`src/rtl/csr_counter.sv`:
```
// Architectural cycle / retired-instruction counters feeding the execute-stage ALU.
// Optional software write path compiled in with `define CSR_CNT_WRITE_EN.
module csr_counter #(
    parameter int          CNT_W       = 64,
    parameter logic [63:0] RST_CYCLE   = 64'd0,
    parameter logic [63:0] RST_INSTRET = 64'd0
) (
    input  logic        clk,
    input  logic        rst,
    input  logic        retire,
    input  logic        inhibit_cy,
    input  logic        inhibit_ir,
    input  logic        wr_en,
    input  logic [1:0]  wr_sel,
    input  logic [31:0] wr_data,
    output logic [63:0] cycle,
    output logic [63:0] instr_cnt,
    output logic        cy_wrap,
    output logic        ir_wrap
);

    logic [CNT_W-1:0] cy_q, cy_d;
    logic [CNT_W-1:0] ir_q, ir_d;
    logic             cy_wrap_q, cy_wrap_d;
    logic             ir_wrap_q, ir_wrap_d;

    logic             cy_wr, ir_wr;
    logic             wr_hi;
    logic [31:0]      wr_word;
    logic             cy_inc, ir_inc;

`ifdef CSR_CNT_WRITE_EN
    assign cy_wr   = wr_en & ~wr_sel[1];
    assign ir_wr   = wr_en &  wr_sel[1];
    assign wr_hi   = wr_sel[0];
    assign wr_word = wr_data;
`else
    assign cy_wr   = 1'b0;
    assign ir_wr   = 1'b0;
    assign wr_hi   = 1'b0;
    assign wr_word = '0;

    logic unused_wr;
    assign unused_wr = &{1'b0, wr_en, wr_sel, wr_data};
`endif

    // A write to a counter suppresses its increment; a retire coinciding with
    // an instret write is deliberately lost.
    assign cy_inc = ~cy_wr & ~inhibit_cy;
    assign ir_inc = ~ir_wr & retire & ~inhibit_ir;

    always_comb begin
        cy_d      = cy_q;
        cy_wrap_d = 1'b0;
        if (cy_wr) begin
            if (wr_hi) cy_d[63:32] = wr_word;
            else       cy_d[31:0]  = wr_word;
        end else if (cy_inc) begin
            cy_d      = cy_q + CNT_W'(1);
            cy_wrap_d = &cy_q;
        end
    end

    always_comb begin
        ir_d      = ir_q;
        ir_wrap_d = 1'b0;
        if (ir_wr) begin
            if (wr_hi) ir_d[63:32] = wr_word;
            else       ir_d[31:0]  = wr_word;
        end else if (ir_inc) begin
            ir_d      = ir_q + CNT_W'(1);
            ir_wrap_d = &ir_q;
        end
    end

    always_ff @(posedge clk or posedge rst) begin
        if (rst) begin
            cy_q      <= RST_CYCLE;
            ir_q      <= RST_INSTRET;
            cy_wrap_q <= 1'b0;
            ir_wrap_q <= 1'b0;
        end else begin
            cy_q      <= cy_d;
            ir_q      <= ir_d;
            cy_wrap_q <= cy_wrap_d;
            ir_wrap_q <= ir_wrap_d;
        end
    end

    assign cycle     = cy_q;
    assign instr_cnt = ir_q;
    assign cy_wrap   = cy_wrap_q;
    assign ir_wrap   = ir_wrap_q;

endmodule

```
`config.mk`:
```
export PLATFORM = sky130hd
export DESIGN_NAME = csr_counter
export DESIGN_NICKNAME = d
export VERILOG_FILES = /design/src/rtl/csr_counter.sv
export SDC_FILE = /design/constraint.sdc
export NUM_CORES = 1
export LEC_CHECK = 0
export ABC_CLOCK_PERIOD_IN_PS = 4720
export BUFFER_PORTS_ARGS = -buffer_cell sky130_fd_sc_hd__buf_2
export CAP_MARGIN = 0
export CELL_PAD_IN_SITES_DETAIL_PLACEMENT = 1
export CELL_PAD_IN_SITES_GLOBAL_PLACEMENT = 2
export CORE_MARGIN = 4
export CORE_UTILIZATION = 33
export DETAILED_ROUTE_END_ITERATION = 16
export PLACE_DENSITY = 0.79
export SETUP_SLACK_MARGIN = 0.15
export SYNTH_ARGS = -nofsm -noshare
export SYNTH_HDL_FRONTEND = slang
export SYNTH_SLANG_ARGS = --single-unit
```
`constraint.sdc`:
```
create_clock -name clk -period 4.72 [get_ports clk]
set_input_delay 0.236 -clock clk [delete_from_list [all_inputs] [get_ports clk]]
set_output_delay 0.236 -clock clk [all_outputs]
set_load 0.005 [all_outputs]
```
## After elaboration in Yosys (flattened, before gate mapping)

Index checks and enable logic that the tools add are counted.

| operators by class | value |
|---|---|
| $add $sub $neg | 2 |
| muxes and demuxes | 2 |
| bitwise logic cells | 2 |
| reductions and logical operators | 2 |

Operators by type and width:

| cell | number |
|---|---|
| 64-bit by 1-bit adder with 64-bit output, second input constant | 2 |
| 64-bit AND reduction | 2 |
| 1-bit 2-to-1 mux | 2 |
| 1-bit AND | 1 |
| 1-bit inverter | 1 |

| word-level totals | value |
|---|---|
| bits in registers | 130 |
| input port bits | 40 |

## Depth between registers and ports, before layout

Gate-level depths: netlist of run 1.

| logic depth | value |
|---|---|
| depth after elaboration | 3 |
| gate-level depth with buffers | 7 |
| mapped depth without buffers | 6 |

## Worst setup path after synthesis of run 1

OpenSTA, ideal clock, no wires.

| timing path | value |
|---|---|
| path type | register to register |
| start point | register ir_q[0] (netlist: instr_cnt[0]) |
| end point | register ir_q[34] (netlist: instr_cnt[34]) |
| data arrival time | 1983 ps |
| data required time | 4597 ps |
| slack | 2613 ps |
| stages on the path, launching flop included | 7 |
| path through | dfrtp_1 -> ha_1 -> nand4b_1 -> nor4_4 -> nand4_1 -> or3_1 -> xnor2_1 |

| between the ends | value |
|---|---|
| longest elaborated chain between the ends | 1 |

RTL lines:

| element | line | source |
|---|---|---|
| start: declaration | 23 | `logic [CNT_W-1:0] ir_q, ir_d;` |
| start signal: assignment | 84 | `ir_q <= ir_d;` |
| 64-bit by 1-bit adder with 64-bit output | 71 | `ir_d = ir_q + CNT_W'(1);` |

No other way between the ends.
A chain may end at the register's enable or synchronous reset.

## Final worst setup path of run 1

| timing path | value |
|---|---|
| start point | register ir_q[0] (netlist: instr_cnt[0]) |
| end point | register ir_q[63] (netlist: instr_cnt[63]) |

The elaborated chain is that of the path after synthesis.

==> results of run 1 <==
flip-flops by register name, indices dropped and copies added (netlist names):
register,count
cy_wrap,1
cycle,64
instr_cnt,64
ir_wrap,1
synthesized netlist by cell type (3+ instances only):
| master | number |
|---|---|
| and3_1 | 10 |
| nand2b_1 | 3 |
| nor4_1 | 10 |
| dfrtp_1 | 130 |
| inv_1 | 17 |
| and4_1 | 7 |
| nor4_4 | 9 |
| or3_1 | 3 |
| or2_2 | 3 |
| nand4b_1 | 3 |
| nand2_1 | 47 |
| nand4_1 | 30 |
| nand4_4 | 3 |
| nor3_1 | 24 |
| xor2_1 | 52 |
| xnor2_1 | 74 |
| buf_2 | 3 |
| nand3_1 | 36 |
| nor2_1 | 31 |
how the worst max path moves through the flow:
stage / startpoint / to / slack [ns] / cells after the start
after global routing: instr_cnt[0] / instr_cnt[63] / 1.74 / 5
after detailed placement: instr_cnt[0] / instr_cnt[63] / 2.01 / 5
final: instr_cnt[0] / instr_cnt[63] / 2.06 / 5
after global placement: instr_cnt[0] / instr_cnt[63] / 2.10 / 5
after CTS: instr_cnt[0] / instr_cnt[63] / 1.98 / 5
after floorplan: rst / cy_wrap / 1.01 / 1
layer usage:
layer	up-vias	track usage, %	routed length [um]
met5	-	0	0
li1	2101	-	-
met2	90	26.0	7640
met4	0	5.05	191
met1	2329	19.8	6690
met3	15	4.12	692
metrics by stage:
step	cell area, um^2	power [mW]	util [%]	setup WS [ns]
2_1_floorplan	6040	1.36	-	1.01
3_3_place_gp	6960	1.44	38.7	2.10
3_5_place_dp	6960	1.46	38.7	2.01
4_1_cts	7520	2.72	41.9	1.98
5_1_grt	7520	2.80	41.9	1.74
6_report	7520	2.68	41.9	2.06
final cells by class:
| class | count | area [um^2] |
|---|---|---|
| fill | 2001 | 10400 |
| tap | 229 | 287 |
| sequential | 130 | 3250 |
| timing repair buffer | 137 | 696 |
| multi-input combinational | 368 | 2670 |
| clock buffer | 21 | 470 |
| clock inverter | 10 | 85.1 |
| inverter | 17 | 66.3 |
kinds of logic after synthesis:
kind of cell | count (synthesis)
flops | 130
xor+xnor | 126
mux | 2
fa+ha+maj | 2
simple gates | 238
buf+inv | 25
critical path: stages, from the launching register on:
cell	delay (ns)
dfrtp_1	0.43
nand4b_1	0.22
nor4_4	0.62
nand4_2	0.59
nor4b_1	0.52
xor2_1	0.19
power by group through the flow:
stage	Clock, mW	Combinational (mW)	Sequential [mW]
4_1_cts	1.28	0.192	1.25
6_report	1.25	0.186	1.25
2_1_floorplan	0	0.0999	1.26
3_3_place_gp	0	0.179	1.26
3_5_place_dp	0	0.190	1.27
5_1_grt	1.33	0.213	1.26
==> flow_summary.toml, run 1 <==
[status]
outcome = "completed"

[setup_path]
reg2reg_depth = 5
end_kind = "flop"
crit_required_ns = 5.05
timing.rr.end = "instr_cnt[63]"
crit_arrival_ns = 3.00
r2r_start = "instr_cnt[0]"
ff2ff_setup_slack_ns = 2.06
cp_max_fo = 14
cp-start-kind = "flop"
worst-setup-path-type = "reg2reg"

[timing]
hold_ws_ns = 0.0625
rsz0062_at_grt = "false"
min_period_ns = 2.66
slew_violations = 0
worst_pin_slew_ns = 0.872
slew_headroom_pct = 41.9
tns_ns = 0
fmax_mhz = 375
setup_viol = 0
period_share_pct = 56.4
finClkSkew_ns = 0.0133
final-hold-violation-count = 0

[floorplanning]
start_util_pct = 33.6
dieArea_um2 = 20500
die_width_um = 143
pin_count = 170
fp.dieH_um = 143
fp-row-count = 49
core_area_um2 = 18000

[detailed_routing]
dr.pass1.iters = 4
ant_nets = 0
drc = 0
dr_total_vias = 4535
routed_wl_um = 15200
avgViaCountPerCell = 4.97
wl_per_cell_um = 16.7
first_iter_violations = 129

[placed_design]
dp_hpwl_um = 10800
io_buffers = 134
gp_congestion = 0.788
place_inst = 880

[hold_path]
hold_depth = 2
min_from = "inhibit_cy"
holdPathEnd = "cycle[0]"
hold_path.class = "in2reg"

[grt]
grt_usage_pct = 15.6
grt_pass1_wl_um = 25500
grt_max_degree = 68
grt_pass1_vias = 4827
antenna_found_initial = 0
grt-ovfl-total = 0

[clock_network]
clock_latency_ns = 0.42
numCtsBuffers = 17
cts_resized = 0
post-cts-setup-buffers = 0
cts.htree.levels = 4
clockRootBuffer = "clkbuf_16"
clkSinkCount = 130
cts.clk_slew.worst_paths_ns = 0.06
holdBufCountCts = 1
cts_tree = "yes"
clock_path_buffers = 2

[logic_synthesis]
synth_top_cell_by_area = "dfrtp_1"
ys_seq_area_share_pct = 53.9
synth_edf_count = 0
synth_warnings = 0
synth_xor_area_share_pct = 18.3
ys_ff_latch = 130
ys_async_sr_fraction_pct = 100
synth_top_area_share_pct = 53.9
synth_area_um2 = 6040
ys_types = 39
synth_compound_area_share_pct = 0
muxShareOfSynthArea_pct = 0.373
dominantRegCellSynth = "dfrtp_1"
syn_area_per_cell_um2 = 11.5
synth_top_family_by_area = "simple AND/OR/NAND/NOR gates"
syn_nets = 565
synthSimpleGateAreaFrac_pct = 25.1
synthAdderAreaFrac_pct = 0.415
synth_cells = 523
synthTopCellsByArea = "dfrtp_1, xnor2_1, xor2_1"

[final_layout]
nNetsFinal = 713
final_cell_mix = "buf_2, dfrtp_1, xnor2_1, xor2_1, nand2_1"
layout-drive-gt1-share_pct = 28.4
final_common_cell = "buf_2"
fin_cells = 912
areaGrowthSynthToFinish_pct = 24.6
diodes = 0

[power]
pwr_density_cell_nw_per_um2 = 356
switching_share_pct = 24.7
p_seq_share_pct = 46.5
p_int_mw = 2.02
combinationalPowerShare_pct = 6.9
irDropWorstVdd_uv = 238
clkPwrFrac_pct = 46.5
switchingPower_uw = 660
power.leakage_nw = 3.82

[job]
max_cap_violations = 0
No activity file was read; power rests on OpenSTA's default activity.
==> run 2: changes to the inputs <==
- ABC_CLOCK_PERIOD_IN_PS: 4720 -> 2350
- CORE_UTILIZATION: 33 -> 30
- PLACE_DENSITY: 0.79 -> 0.75
- clock period: 4.72 -> 2.35 ns (I/O delays scaled with it)
==> run 2 against run 1 <==
Against the previous run:
- worst setup slack worse by 1.8 ns
- register-to-register slack lost 1.8 ns
- clock power up 140%
- via count grew 1.5%
- critical endpoint is now ir_wrap
- largest cell class unchanged
==> flow_summary.toml, run 2 (same netlist as run 1, synthesis figures left out) <==
[timing]
finClkSkew_ns = 0.0106
setup_viol = 0
tns_ns = 0
worst_pin_slew_ns = 0.743
min_period_ns = 2.07
slew_violations = 0
fin_ws_ns = 0.278
fmax_mhz = 483
final-hold-violation-count = 0
rsz0062_at_grt = "true"
period_share_pct = 88.2
slew_headroom_pct = 50.4

[hold_path]
hold_depth = 3
hold_path.class = "in2reg"

[power]
pwr_density_cell_nw_per_um2 = 743
irDropWorstVdd_uv = 478
power.leakage_nw = 4.03
p_total_mw = 5.93

[grt]
antenna_found_initial = 0
grt_pass1_vias = 4992
grt_max_degree = 131
grt_pass1_wl_um = 26400
grt_usage_pct = 14.8
grt-ovfl-total = 0

[clock_network]
clock_latency_ns = 0.42
clock_path_buffers = 2
cts.htree.levels = 4
cts.clk_slew.worst_paths_ns = 0.06
clkSinkCount = 130
numCtsBuffers = 17
clockRootBuffer = "clkbuf_16"
cts_tree = "yes"

[detailed_routing]
routed_wl_um = 15800
dr.max_layer_used = "met4"
wl_per_cell_um = 16.2
wl_met2_um = 7860
wl_met3_um = 705
dr_total_vias = 4604
wl_met1_um = 6960
drc = 0
avgViaCountPerCell = 4.71
first_iter_violations = 153
dr.pass1.iters = 4
ant_nets = 0

[placed_design]
dp_hpwl_um = 11200
place_ws_ns = 0.0807
io_buffers = 134
gp_congestion = 0.765

[final_layout]
layout-drive-gt1-share_pct = 33.1
diodes = 0
final_common_cell = "buf_2"
fillers = 2229
nNetsFinal = 742
final_cell_mix = "buf_2, dfrtp_1, xnor2_1, xor2_1, nand2_1"
areaGrowthSynthToFinish_pct = 32.4
fin_util_pct = 40.6

[floorplanning]
dieArea_um2 = 22500
die_width_um = 150
pin_count = 170
fp.dieH_um = 150
fp-row-count = 51
start_util_pct = 30.7
core_area_um2 = 19700

[job]
max_cap_violations = 0

[setup_path]
end_kind = "flop"
crit_arrival_ns = 2.40
cp_max_fo = 5
reg2reg_depth = 6
crit_required_ns = 2.68
cp-start-kind = "flop"
worst-setup-path-type = "reg2reg"

[status]
outcome = "completed"
[run 2: cell count changes in the layout (fill, tap and decap cells not counted), sizes merged]
cell         delta
bufinv          +4
buf            +28
clkbuf          +3
inv             -1
clkinv          -4
clkinvlp        -1
dlygate4sd3     +1
[run 2: final timing paths]
path	start	slack (ns)	end
max	instr_cnt[13]	0.28	ir_wrap
min	inhibit_ir	0.07	instr_cnt[0]
max reg2reg	instr_cnt[13]	0.28	ir_wrap
min reg2reg	cycle[63]	0.49	cycle[63]
max in group asynchronous	rst	1.31	cycle[55]
min in group asynchronous	rst	0.44	instr_cnt[22]
[run 2: repair_timing]
item                                   in CTS  in global routing
endpoints found under the hold margin     131                  0
pin swaps                                   2                  7
setup endpoints to repair                  17                 21
buffers inserted                            1                 13
resized for setup                           2                 12
gates cloned                                0                  0
hold buffers                                2                  0
[run 2: per-stage QoR]
step | area [um^2] | std cells | hold slack [ns]
5_1_grt | 7990 | 978 | 0.0737
3_5_place_dp | 7120 | 930 | 0.387
3_3_place_gp | 7120 | 930 | 0.361
4_1_cts | 7840 | 965 | 0.0477
2_1_floorplan | 6040 | 523 | 0.211
6_report | 7990 | 978 | 0.0742
[run 2: final cells by class]
type	instances	area (um^2)	share of cell area, %
Clock buffer	24	512	6.41
Clock inverter	8	170	2.13
Inverter	17	67.6	0.846
Multi-Input combinational cell	368	2720	34.1
Sequential cell	130	3260	40.8
Tap cell	265	332	4.15
Timing Repair Buffer	166	928	11.6
[run 2: metal layers]
layer / GRT usage [%] / up-vias
li1: - / 2160
met1: 18.4 / 2323
met2: 24.7 / 99
met3: 3.63 / 22
met4: 5.81 / 0
met5: 0 / -
[run 2: worst max-delay path, stage by stage (launching register included)]
cell	delay, ns
dfrtp_1	0.43
nand4_1	0.23
nor3_4	0.36
buf_4	0.18
nand4_4	0.15
or3_4	0.43
nor3_1	0.20
[run 2: power by group]
part	leakage [nW]	internal (mW)	switching (mW)	total [mW]
logic	1.97	0.190	0.195	0.386
clock network	0.329	2.05	0.991	3.04
registers	1.72	2.35	0.154	2.50
